$ cat config.mk
export PLATFORM = sky130hd
export DESIGN_NAME = decoder_scan_nto2n
export DESIGN_NICKNAME = d
export VERILOG_FILES = /design/src/rtl/decoder_scan_nto2n.sv
export SDC_FILE = /design/constraint.sdc
export NUM_CORES = 1
export LEC_CHECK = 0
export ABC_CLOCK_PERIOD_IN_PS = 2100
export BUFFER_PORTS_ARGS = -buffer_cell sky130_fd_sc_hd__buf_2
export CORE_ASPECT_RATIO = 1.1
export CORE_MARGIN = 5
export CORE_UTILIZATION = 25
export DETAILED_ROUTE_END_ITERATION = 8
export PLACE_DENSITY_LB_ADDON = 0.15
export SYNTH_ARGS = -nofsm -noshare
export SYNTH_HDL_FRONTEND = slang
export SYNTH_SLANG_ARGS = --single-unit
$ cat constraint.sdc
create_clock -name clk -period 2.1 [get_ports clk]
set_clock_uncertainty 0.1 [all_clocks]
set_input_delay 0.105 -clock clk [delete_from_list [all_inputs] [get_ports clk]]
set_output_delay 0.105 -clock clk [all_outputs]
set_load 0.01 [all_outputs]
$ cat src/rtl/decoder_scan_nto2n.sv
// Registered N-to-2^N one-hot decoder with a valid/ready DIRECT mode and a
// self-stepping SCAN mode for multiplexed display digits and rows.
module decoder_scan_nto2n #(
    parameter int unsigned N          = 3,
    parameter int unsigned SCAN_DIV   = 4,
    parameter bit          ACTIVE_LOW = 1'b0
) (
    input  logic              clk,
    input  logic              reset,
    input  logic              en,
    input  logic              mode,
    input  logic [N-1:0]      a,
    input  logic              in_valid,
    output logic              in_ready,
    output logic [2**N-1:0]   y,
    output logic              y_valid,
    output logic [N-1:0]      idx,
    output logic              wrap
);

    localparam int unsigned W  = 2**N;
    localparam int unsigned DW = $clog2(SCAN_DIV) + 1;
    localparam logic [DW-1:0] DIV_LAST = DW'(SCAN_DIV - 1);

    typedef enum logic [1:0] {IDLE, DIRECT, SCAN} state_t;

    state_t          state_q, state_d;
    logic [W-1:0]    sel_q, sel_d;      // active-high one-hot; polarity applied at the port
    logic            y_valid_q, y_valid_d;
    logic [N-1:0]    idx_q, idx_d;
    logic            wrap_q, wrap_d;
    logic [DW-1:0]   div_q, div_d;
    logic [N-1:0]    idx_inc;

    function automatic logic [W-1:0] onehot(input logic [N-1:0] k);
        onehot = W'(1) << k;
    endfunction

    assign in_ready = (state_q == DIRECT) && en && !mode;
    assign idx_inc  = idx_q + N'(1);

    always_comb begin
        // NOTE: every next-state signal gets a default first so no path can infer a latch.
        state_d   = state_q;
        sel_d     = sel_q;
        y_valid_d = y_valid_q;
        idx_d     = idx_q;
        wrap_d    = 1'b0;
        div_d     = div_q;

        if (!en) begin
            state_d   = IDLE;
            sel_d     = '0;
            y_valid_d = 1'b0;
            idx_d     = '0;
            div_d     = '0;
        end else begin
            unique case (state_q)
                IDLE, DIRECT: begin
                    if (mode) begin
                        // Scan entry starts at position 0 without a wrap pulse.
                        state_d   = SCAN;
                        idx_d     = '0;
                        div_d     = '0;
                        sel_d     = onehot('0);
                        y_valid_d = 1'b1;
                    end else if (state_q == IDLE) begin
                        state_d   = DIRECT;
                        sel_d     = '0;
                        y_valid_d = 1'b0;
                    end else if (in_valid) begin
                        sel_d     = onehot(a);
                        y_valid_d = 1'b1;
                    end
                end
                SCAN: begin
                    if (!mode) begin
                        state_d   = DIRECT;
                        sel_d     = '0;
                        y_valid_d = 1'b0;
                        idx_d     = '0;
                        div_d     = '0;
                    end else if (div_q == DIV_LAST) begin
                        div_d  = '0;
                        idx_d  = idx_inc;
                        sel_d  = onehot(idx_inc);
                        wrap_d = (idx_inc == '0);
                    end else begin
                        div_d = div_q + DW'(1);
                    end
                end
                default: state_d = IDLE;
            endcase
        end
    end

    // NOTE: state registers use non-blocking assignments so every flop samples pre-edge values.
    always_ff @(posedge clk or posedge reset) begin
        if (reset) begin
            state_q   <= IDLE;
            sel_q     <= '0;
            y_valid_q <= 1'b0;
            idx_q     <= '0;
            wrap_q    <= 1'b0;
            div_q     <= '0;
        end else begin
            state_q   <= state_d;
            sel_q     <= sel_d;
            y_valid_q <= y_valid_d;
            idx_q     <= idx_d;
            wrap_q    <= wrap_d;
            div_q     <= div_d;
        end
    end

    assign y       = ACTIVE_LOW ? ~sel_q : sel_q;
    assign y_valid = y_valid_q;
    assign idx     = idx_q;
    assign wrap    = wrap_q;

endmodule

==> metrics.cfg, run 1 <==
[yosys]
synth_cell_types = 36
synth_edf_count = 0
synth_seq_cells = 18
synth_nets = 124
yosys_warnings = 0
async_reset_ff_share_pct = 100
synthFlopType = dfrtp_1
netlist_area_mm2 = 0.00106
yosysSeqAreaShare_pct = 42.4
synth_cells = 110
avgSynthCellArea_um2 = 9.67

[power]
power.switching_mw = 0.187
p_leak_nw = 0.625
power_frac_clock_pct = 38.2
power_density_mw_per_mm2 = 586
p_int_mw = 0.561
combinationalPowerShare_pct = 12.6
swShare_pct = 25.0
max-vdd-ir-drop_mv = 0.434
p_seq_share_pct = 49.2

[finish]
design.final.nets = 146
drive_above_1_share_pct = 26.0
antennaDiodeCount = 0
area_growth_syn_to_layout_pct = 19.9
final_cells = 183
n_fill_cell = 427

[sta]
drv_slew = 0
rsz0062_at_grt = false
setup_violations = 0
fin_tns_setup_ps = 0
post-route-min-period_ps = 1740
hold_violations = 0
period_share_pct = 82.7
fmax_mhz = 576
tightest_slew_ps = 715
slew_headroom_pct = 52.3

[clocking]
cts_tree = built
root_buffer = clkbuf_8
cts_buffers = 3
path_clk_slew_ps = 70
cts_max_level = 1
insertion_delay_ps = 250
cts.repair.resized = 0
clock_path_buffers = 2
cts_sinks = 18

[worst_setup_path]
crit_path_top_delay_cell = dfrtp_1
cp_slowest_stage_delay_ps = 430
crit_chain = ha_1 > xnor2_1 > nor3_1 > o21ai_0 > o21ai_1
worstSetupEndpointType = flop
crit_required_ps = 2130
reg2reg_from = idx[0]$_DFFE_PP0P_
worstPathArrival_ps = 1760
path_max_fanout = 6
crit_path_start = idx[0]$_DFFE_PP0P_
critPathKind = reg2reg
setup.worst_path.start_class = flop

[outcome]
outcome = finished, final reports clean

[route]
dr_wl_met3_um = 117
top_layer = met4
wl_per_cell_um = 13.5
vias = 859
wirelength_um = 2470
dr_wl_met2_um = 1120
first_pass_iters = 4
detail-route-antenna-nets = 0
drt_iter0_drc = 52
via_per_inst = 4.69
drcViolationCount = 0
wl_met1_um = 1220

[placement]
io_buffers = 21
dp_cells = 178
dp_hpwl_um = 1900
gp_congestion = 0.749

[global_route]
grt_first_pass_wirelength_um = 4250
grt_max_degree = 19
grt_usage_pct = 9.50
antenna_found_initial = 0
gr-total-overflow = 0
grt_pass1_vias = 878

[floorplanning]
die_w_um = 72.2
start_util_pct = 26.2
fp.dieH_um = 78.4
die-area_mm2 = 0.00566
io_pins = 22
row_count = 24
core_area_mm2 = 0.00405

[min_path]
hp-class = in2reg
min_from = en

[flow_run]
maxCapViolCount = 0

[metal layers]
metal | global-route usage (%) | vias up
met5 | 0 | -
met1 | 13.1 | 400
met3 | 3.19 | 2
li1 | - | 441
met2 | 14.3 | 16
met4 | 2.26 | 0
[state kept, by name, summed over array words and instances, names as in the netlist]
signal and flops:
y_valid 1, wrap 1, idx 3, y 8, div_q 3, state_q 2
[cells by family after synthesis]
kind of cell               share of synthesized area, %
AOI/OAI and AO/OA                                  22.0
xor gates and xnor gates                           1.65
adders and majority gates                          7.06
buffers and inverters                              4.35
DFF                                                42.4
muxes                                              2.00
and+or+nand+nor                                    20.6
[area by class of cell]
| type | instances | area (µm²) | area share (%) |
|---|---|---|---|
| Multi-Input combinational cell | 82 | 567 | 44.5 |
| Sequential cell | 18 | 450 | 35.3 |
| Inverter | 4 | 15.0 | 1.18 |
| Timing Repair Buffer | 23 | 123 | 9.62 |
| Tap cell | 52 | 65.1 | 5.10 |
| Clock buffer | 4 | 55.1 | 4.32 |
[power by group through the flow]
stage | Combinational, mW | Sequential (mW) | Clock (mW)
2_1_floorplan | 0.0620 | 0.376 | 0
3_3_place_gp | 0.0944 | 0.374 | 0
3_5_place_dp | 0.0941 | 0.375 | 0
4_1_cts | 0.0958 | 0.368 | 0.297
5_1_grt | 0.106 | 0.370 | 0.310
6_report | 0.0940 | 0.368 | 0.285
[synthesized netlist by cell type, types with 2 or more instances]
| cell | number | area (µm²) |
|---|---|---|
| nand2_1 | 15 | 56.3 |
| nor2_1 | 9 | 33.8 |
| ha_1 | 6 | 75.1 |
| o21ai_0 | 3 | 15.0 |
| buf_2 | 4 | 20.0 |
| dfrtp_1 | 18 | 450 |
| a41oi_1 | 2 | 17.5 |
| a31oi_1 | 6 | 37.5 |
| nand2b_1 | 3 | 18.8 |
| nor2_2 | 2 | 12.5 |
| inv_1 | 4 | 15.0 |
| o31ai_1 | 8 | 60.1 |
| a21oi_1 | 6 | 30.0 |
| nor2b_1 | 2 | 12.5 |
[worst paths after layout]
check,depth (start not counted),endpoint,slack [ps]
max,5,y[4]$_DFFE_PP0P_,360
min,2,y_valid$_DFFE_PP0P_,110
max reg2reg,5,y[4]$_DFFE_PP0P_,360
min reg2reg,2,y[6]$_DFFE_PP0P_,380
max in group asynchronous,3,state_q[0]$_DFFE_PP0P_,1040
min in group asynchronous,3,wrap$_DFF_PP0_,410
[layout by cell type, fill, tap and decap left out, types with 2 or more instances in the layout]
cell type and instances:
nor2b_1 2, buf_2 21, nand2b_1 3, a31oi_1 6, a21oi_1 6, dfrtp_1 18
inv_1 4, nor2_1 9, nor2_2 2, o21ai_0 3, clkbuf_8 4, nand2_1 15
ha_1 6, o31ai_1 8, a41oi_1 2
[per-stage QoR]
step	area [µm²]	power, mW	setup WS [ps]	utilization (%)	hold WS, ps
6_report	1270	0.747	363	31.5	113
5_1_grt	1270	0.786	197	31.5	130
4_1_cts	1270	0.761	330	31.5	106
3_5_place_dp	1210	0.469	349	29.8	160
3_3_place_gp	1210	0.468	387	29.8	159
2_1_floorplan	1060	0.438	556	-	-56.4
[timing repair]
item                                   in CTS  in global routing
hold buffers                                1                  0
endpoints found under the hold margin      18                  0
setup endpoints to repair                   0                  0
buffers inserted                            0                  0
[critical path, delay by kind of cell, from the launching register on]
family | cells | cell delay (ps)
adder cells (fa/ha/maj) | 1 | 290
AO/OA/AOI/OAI | 2 | 280
flip-flops | 1 | 430
XOR/XNOR | 1 | 400
AND/OR/NAND/NOR | 1 | 110
(Power assumes the default switching activity.)
==> run 2, diff against run 1 <==
--- a/config.mk
+++ b/config.mk
@@ -5,7 +5,8 @@
 export SDC_FILE = /design/constraint.sdc
 export NUM_CORES = 1
 export LEC_CHECK = 0
-export ABC_CLOCK_PERIOD_IN_PS = 2100
+export ABC_AREA = 1
+export ABC_CLOCK_PERIOD_IN_PS = 1550
 export BUFFER_PORTS_ARGS = -buffer_cell sky130_fd_sc_hd__buf_2
 export CORE_ASPECT_RATIO = 1.1
 export CORE_MARGIN = 5
==> constraint.sdc (replaced) <==
create_clock -name clk -period 1.55 [get_ports clk]
set_clock_uncertainty 0.1 [all_clocks]
set_input_delay 0.0775 -clock clk [delete_from_list [all_inputs] [get_ports clk]]
set_output_delay 0.0775 -clock clk [all_outputs]
set_load 0.01 [all_outputs]
==> run 2 against run 1 <==
  * Design area grew 11%
  * Routed wire length increased by 4.7%
  * Sequential power up 36%
  * Worst setup slack lost 210 ps
  * Via count is 25% higher
  * Register-to-register slack worse by 210 ps
  * Critical path depth grew 2
  * Global-route usage is essentially flat
  * Largest cell class unchanged
  * Cell count rose by 38%
  * Fmax up 24%
  * Non-clock buffer count up 4
  * Die area up 7.3%
==> metrics.cfg, run 2 <==
[floorplanning]
core_area_mm2 = 0.00455  ; was 0.00405 mm²
io_pins = 22  ; unchanged
start_util_pct = 25.3  ; was 26.2%
fp.dieH_um = 81.2  ; was 78.4 µm
row_count = 26  ; was 24
die_w_um = 74.8  ; was 72.2 µm
die-area_mm2 = 0.00607  ; was 0.00566 mm²

[worst_setup_path]
cp_slowest_stage_delay_ps = 410  ; was 430 ps
crit_required_ps = 1620  ; was 2130 ps
critPathKind = reg2reg  ; unchanged
worstSetupEndpointType = flop  ; unchanged
crit_path_top_delay_cell = dfrtp_1  ; unchanged
path_max_fanout = 10  ; was 6
reg2reg_depth = 7  ; was 5
cp_num_buf_inv = 2  ; was 0
crit_family = flip-flops  ; unchanged
crit_chain = inv_2 > nor2_4 > buf_4 > nand2_2 > nand2_1 > nand2_1 > o21ai_0  ; was ha_1 > xnor2_1 > nor3_1 > o21ai_0 > o21ai_1
worstPathArrival_ps = 1470  ; was 1760 ps
reg2reg_slack_ps = 160  ; was 360 ps
crit_cells = 7  ; was 5
cpMostUsedCell = nand2_1
setup.worst_path.start_class = flop  ; unchanged

[global_route]
grt_first_pass_wirelength_um = 4370  ; was 4250 µm
grt_usage_pct = 9.52  ; was 9.50%
antenna_found_initial = 0  ; unchanged
gr-total-overflow = 0  ; unchanged
grt_pass1_vias = 964  ; was 878
grt_max_degree = 19  ; unchanged

[yosys]
yosysSeqAreaShare_pct = 39.0  ; was 42.4%
synthFlopType = dfrtp_1  ; unchanged
muxShareOfSynthArea_pct = 0  ; was 2.00%
synth_cell_types = 20  ; was 36
yosysTopAreaCell = dfrtp_1  ; unchanged
async_reset_ff_share_pct = 100  ; unchanged
yosys_warnings = 0  ; unchanged
synth_nets = 184  ; was 124
synth_top_family_by_area = simple AND/OR/NAND/NOR gates  ; was compound AO/OA/AOI/OAI gates
synth_edf_count = 0  ; unchanged
netlist_area_mm2 = 0.00115  ; was 0.00106 mm²
synth_cells = 170  ; was 110
avgSynthCellArea_um2 = 6.79  ; was 9.67 µm²
synth_compound_area_share_pct = 6.18  ; was 22.0%
synth-xor-area-share_pct = 0  ; was 1.65%
yosys.area_share.simple_pct = 37.7  ; was 20.6%
synth-adder-area-share_pct = 6.51  ; was 7.06%
synth.most_common_cell = nand2_1  ; was dfrtp_1
synth_common_cells = nand2_1 (78), inv_1 (20), dfrtp_1 (18)  ; was dfrtp_1 (18), nand2_1 (15), nor2_1 (9)
synth_seq_cells = 18  ; unchanged
yosysTopAreaCellShare_pct = 39.0  ; was 42.4%
yosys-top-cells-area = dfrtp_1 (39%), nand2_1 (25%), ha_1 (6.5%)  ; was dfrtp_1 (42%), ha_1 (7.1%), o31ai_1 (5.6%)

[power]
total_power_mw = 1.05  ; was 0.747 mW
max-vdd-ir-drop_mv = 0.237  ; was 0.434 mV
power_density_mw_per_mm2 = 739  ; was 586 mW/mm²
p_leak_nw = 0.791  ; was 0.625 nW

[clocking]
cts_tree = built  ; unchanged
root_buffer = clkbuf_8  ; unchanged
path_clk_slew_ps = 70  ; about the same
clock_path_buffers = 2  ; unchanged
cts_max_level = 1  ; unchanged
cts_buffers = 3  ; unchanged
cts_sinks = 18  ; unchanged
insertion_delay_ps = 260  ; was 250 ps

[placement]
pre_cts_ws_ps = 73.0  ; was 349 ps
gp_congestion = 0.785  ; was 0.749
dp_hpwl_um = 2090  ; was 1900 µm
io_buffers = 21  ; unchanged
dpl-instance-area_mm2 = 0.00132  ; was 0.00121 mm²

[finish]
design.final.nets = 212  ; was 146
final_cell_mix = nand2_1 (75), buf_2 (21), inv_1 (20)  ; was buf_2 (21), dfrtp_1 (18), nand2_1 (15)
final_common_cell = nand2_1  ; was buf_2
largest_reg_flops = 8  ; unchanged
area_growth_syn_to_layout_pct = 22.6  ; was 19.9%
antennaDiodeCount = 0  ; unchanged
fin_area_mm2 = 0.00141  ; was 0.00127 mm²
drive_above_1_share_pct = 22.3  ; was 26.0%

[sta]
tightest_slew_ps = 242  ; was 715 ps
drv_slew = 0  ; unchanged
fmax_mhz = 717  ; was 576 MHz
hold_violations = 0  ; unchanged
period_share_pct = 90.0  ; was 82.7%
setup_ws_ps = 155  ; was 363 ps
hold_slack_ps = 60.3  ; was 113 ps
fin_tns_setup_ps = 0  ; unchanged
post-route-min-period_ps = 1390  ; was 1740 ps
setup_violations = 0  ; unchanged
slew_headroom_pct = 83.9  ; was 52.3%

[route]
drcViolationCount = 0  ; unchanged
via_per_inst = 4.26  ; was 4.69
first_pass_iters = 4  ; unchanged
wl_per_cell_um = 10.2  ; was 13.5 µm
drt_iter0_drc = 16  ; was 52
wirelength_um = 2590  ; was 2470 µm
detail-route-antenna-nets = 0  ; unchanged
vias = 1077  ; was 859

[flow_run]
maxCapViolCount = 0  ; unchanged

[outcome]
outcome = finished, final reports clean  ; unchanged

[min_path]
hp-class = in2reg  ; unchanged
whs_path_depth = 3  ; was 2

[run 2: cell types whose count changed after synthesis, sizes merged, moves of 4 or more]
cell   before  now
nand2      15   81
o21ai       4   12
a21oi       6    1
inv         4   23
nand3       1    5
o31ai       8    0
a31oi       6    0
[run 2: repair_timing]
item / CTS / global route
hold buffers: 1 / 0
gates resized for setup: 0 / 7
setup endpoints to repair: 0 / 8
hold endpoints to repair: 18 / 0
buffers inserted: 0 / 1
[run 2: final cells by class]
type                            instances  area [µm²]
Multi-Input combinational cell        125         597
Inverter                               23        86.3
Timing Repair Buffer                   27         153
Tap cell                               56        70.1
Fill cell                             525        3140
Clock buffer                            4        55.1
Sequential cell                        18         453
[run 2: tightest hold or removal path, stage by stage]
cell	delay, ps
buf_2	160
nand2_2	100
nor2_1	50
[run 2: final timing paths]
kind / startpoint / end
min in group asynchronous: reset / idx[2]$_DFFE_PP0P_
max in group asynchronous: reset / idx[1]$_DFFE_PP0P_
min reg2reg: y[4]$_DFFE_PP0P_ / y[4]$_DFFE_PP0P_
max reg2reg: state_q[1]$_DFFE_PP0P_ / y[2]$_DFFE_PP0P_
max: state_q[1]$_DFFE_PP0P_ / y[2]$_DFFE_PP0P_
min: mode / state_q[1]$_DFFE_PP0P_
[run 2: cell families after synthesis]
logic type | count (synthesis)
AOI/OAI and AO/OA | 14
and+or+nand+nor | 105
buffers and inverters | 27
DFF | 18
adders and majority gates | 6
[run 2: routing by layer]
layer	track usage (%)	vias up	routed length [µm]
li1	-	576	-
met1	12.7	472	1230
met2	14.5	24	1150
met3	2.23	5	161
met4	4.27	0	47
met5	0	-	0
[run 2: metrics by stage]
| stage | util (%) | cells |
|---|---|---|
| 3_3_place_gp | 29.1 | 247 |
| 5_1_grt | 31.0 | 253 |
| 4_1_cts | 30.5 | 252 |
| 2_1_floorplan | - | 170 |
| 3_5_place_dp | 29.1 | 247 |
| 6_report | 31.0 | 253 |
[run 2: power by group]
group | leakage (nW) | switching [mW] | internal (mW)
clock network | 0.0288 | 0.170 | 0.226
registers | 0.241 | 0.0125 | 0.488
logic | 0.521 | 0.0952 | 0.0537
==> run 3, diff against run 2 <==
--- a/config.mk
+++ b/config.mk
@@ -8,9 +8,8 @@
 export ABC_AREA = 1
 export ABC_CLOCK_PERIOD_IN_PS = 1550
 export BUFFER_PORTS_ARGS = -buffer_cell sky130_fd_sc_hd__buf_2
-export CORE_ASPECT_RATIO = 1.1
 export CORE_MARGIN = 5
-export CORE_UTILIZATION = 25
+export CORE_UTILIZATION = 49
 export DETAILED_ROUTE_END_ITERATION = 8
 export PLACE_DENSITY_LB_ADDON = 0.15
 export SYNTH_ARGS = -nofsm -noshare
==> run 3 against run 2 <==
  * Non-clock buffer count decreased by 4
  * Critical path depth decreased by 2
  * Worst setup slack got worse by 24 ps
  * Largest cell class unchanged
  * Worst hold slack got worse by 33 ps
  * Via count decreased by 0.37%
  * Global-route usage increased by 5.5 points
  * Fmax decreased by 1.7%
  * Sequential cell count unchanged
  * Register-to-register slack got worse by 20 ps
  * Clock-buffer cell count decreased by 1
  * First-iteration DRC count unchanged
  * Utilization increased by 28 points
==> metrics.cfg, run 3 (synthesis gave the netlist of run 2 again) <==
[clocking]
cts_buffers = 3  ; unchanged
cts_max_level = 1  ; unchanged
cts_tree = built  ; unchanged
clock_path_buffers = 2  ; unchanged
root_buffer = clkbuf_4  ; was clkbuf_8
cts_sinks = 18  ; unchanged
post_cts_buffers = 0  ; unchanged
path_clk_slew_ps = 90  ; was 70 ps
insertion_delay_ps = 290  ; was 260 ps

[global_route]
antenna_found_initial = 0  ; unchanged
gr-total-overflow = 0  ; unchanged
grt_first_pass_wirelength_um = 4060  ; was 4370 µm
grt_pass1_vias = 975  ; was 964
grt_max_degree = 19  ; unchanged
grt_usage_pct = 15.1  ; was 9.52%

[floorplanning]
die_w_um = 58.5  ; was 74.8 µm
core_area_mm2 = 0.00223  ; was 0.00455 mm²
start_util_pct = 51.7  ; was 25.3%
die-area_mm2 = 0.00342  ; was 0.00607 mm²
fp.dieH_um = 58.5  ; was 81.2 µm
row_count = 17  ; was 26
io_pins = 22  ; unchanged

[finish]
antennaDiodeCount = 0  ; unchanged
final_cell_mix = nand2_1 (76), buf_2 (21), inv_1 (20)  ; was nand2_1 (75), buf_2 (21), inv_1 (20)
design.final.nets = 208  ; was 212
final_common_cell = nand2_1  ; unchanged
n_fill_cell = 234  ; was 525
area_growth_syn_to_layout_pct = 13.9  ; was 22.6%
largest_reg_flops = 8  ; unchanged
drive_above_1_share_pct = 19.8  ; was 22.3%

[sta]
fin_tns_setup_ps = 0  ; unchanged
hold_slack_ps = 27.5  ; was 60.3 ps
setup_violations = 0  ; unchanged
drv_slew = 0  ; unchanged
fmax_mhz = 705  ; was 717 MHz
post-route-min-period_ps = 1420  ; was 1390 ps
period_share_pct = 91.6  ; was 90.0%
hold_violations = 0  ; unchanged
slew_headroom_pct = 53.7  ; was 83.9%
rsz0062_at_grt = false
tightest_slew_ps = 694  ; was 242 ps

[min_path]
whs_path_depth = 3  ; unchanged
hp-class = in2reg  ; unchanged
min_from = mode  ; unchanged
hold_end = state_q[1]$_DFFE_PP0P_  ; unchanged

[route]
drt_iter0_drc = 16  ; unchanged
vias = 1073  ; was 1,077
first_pass_iters = 4  ; unchanged
wirelength_um = 2400  ; was 2590 µm
drcViolationCount = 0  ; unchanged
wl_per_cell_um = 10.9  ; was 10.2 µm
detail-route-antenna-nets = 0  ; unchanged
via_per_inst = 4.88  ; was 4.26

[placement]
dp_hpwl_um = 1910  ; was 2090 µm
io_buffers = 21  ; unchanged
gp_congestion = 0.916  ; was 0.785

[power]
p_seq_share_pct = 57.8  ; was 47.9%
combinationalPowerShare_pct = 16.2  ; was 14.2%
p_leak_nw = 0.757  ; was 0.791 nW
power_density_mw_per_mm2 = 660  ; was 739 mW/mm²
max-vdd-ir-drop_mv = 0.494  ; was 0.237 mV
swShare_pct = 27.8  ; was 26.6%
power.switching_mw = 0.242  ; was 0.278 mW
power_frac_clock_pct = 26.0  ; was 37.9%
p_int_mw = 0.626  ; was 0.768 mW

[worst_setup_path]
setup.worst_path.start_class = flop  ; unchanged
worstSetupEndpointType = flop  ; unchanged
reg2reg_from = div_q[0]$_DFFE_PP0P_  ; was state_q[1]$_DFFE_PP0P_
crit_required_ps = 1630  ; was 1620 ps
path_max_fanout = 16  ; was 10
critPathKind = reg2reg  ; unchanged
worstPathArrival_ps = 1500  ; was 1470 ps
reg2reg_slack_ps = 130  ; was 160 ps
r2r_end = y[1]$_DFFE_PP0P_  ; was y[2]$_DFFE_PP0P_
reg2reg_depth = 5  ; was 7

[outcome]
outcome = finished, final reports clean  ; unchanged

[flow_run]
maxCapViolCount = 0  ; unchanged

==> run 3: critical path, stage by stage (launching register included) <==
cell and delay, ps:
dfrtp_1 410, ha_1 220, nand2_1 100, nand3_2 150, nand3_4 200, o21ai_0 120
==> run 3: worst max path at each step <==
stage	slack, ps	cells past startpoint	start	to
2_1_floorplan	200	8	idx[0]$_DFFE_PP0P_	y[4]$_DFFE_PP0P_
3_3_place_gp	160	5	div_q[0]$_DFFE_PP0P_	y[2]$_DFFE_PP0P_
3_5_place_dp	90	5	div_q[0]$_DFFE_PP0P_	y[1]$_DFFE_PP0P_
4_1_cts	70	5	div_q[0]$_DFFE_PP0P_	y[1]$_DFFE_PP0P_
5_1_grt	10	8	idx[0]$_DFFE_PP0P_	y[4]$_DFFE_PP0P_
6_report	130	5	div_q[0]$_DFFE_PP0P_	y[1]$_DFFE_PP0P_
==> run 3: final cells by class <==
class	count	area (µm²)	share of cell area [%]
inverters	23	86.3	6.57
clock buffers	3	22.5	1.71
repair buffers	23	123	9.33
multi-input cells	125	594	45.2
well taps	28	35.0	2.67
flip-flops and latches	18	453	34.5
==> run 3: routing by layer <==
layer / wire [µm] / track usage (%) / up-vias
met5: 0 / 0 / -
met1: 1050 / 18.6 / 487
met4: 27 / 2.65 / 0
li1: - / - / 560
met3: 116 / 4.17 / 4
met2: 1200 / 26.3 / 22
==> run 3: repair_timing <==
action                                  in CTS  in global routing
endpoints found under the setup margin       0                  9
hold buffers                                 1                  0
hold endpoints to repair                    18                  0
gates resized for setup                      0                  6
==> run 3: metrics by stage <==
stage	power, mW	util, %	setup WS (ps)	instances	area [µm²]
floorplan	0.609	-	204	170	1150
global placement	0.645	56.7	161	216	1270
detailed placement	0.649	56.7	94.0	216	1270
CTS	0.874	58.2	74.1	220	1300
global route	0.916	58.8	10.7	220	1310
finish	0.868	58.8	131	220	1310
==> run 3: power by group through the flow <==
| stage | logic, mW | registers, mW | clock network (mW) |
|---|---|---|---|
| after global placement | 0.136 | 0.509 | 0 |
| after CTS | 0.141 | 0.501 | 0.232 |
| after global routing | 0.161 | 0.504 | 0.251 |
| after detailed placement | 0.139 | 0.510 | 0 |
| after floorplan | 0.0928 | 0.516 | 0 |
| final | 0.141 | 0.501 | 0.226 |
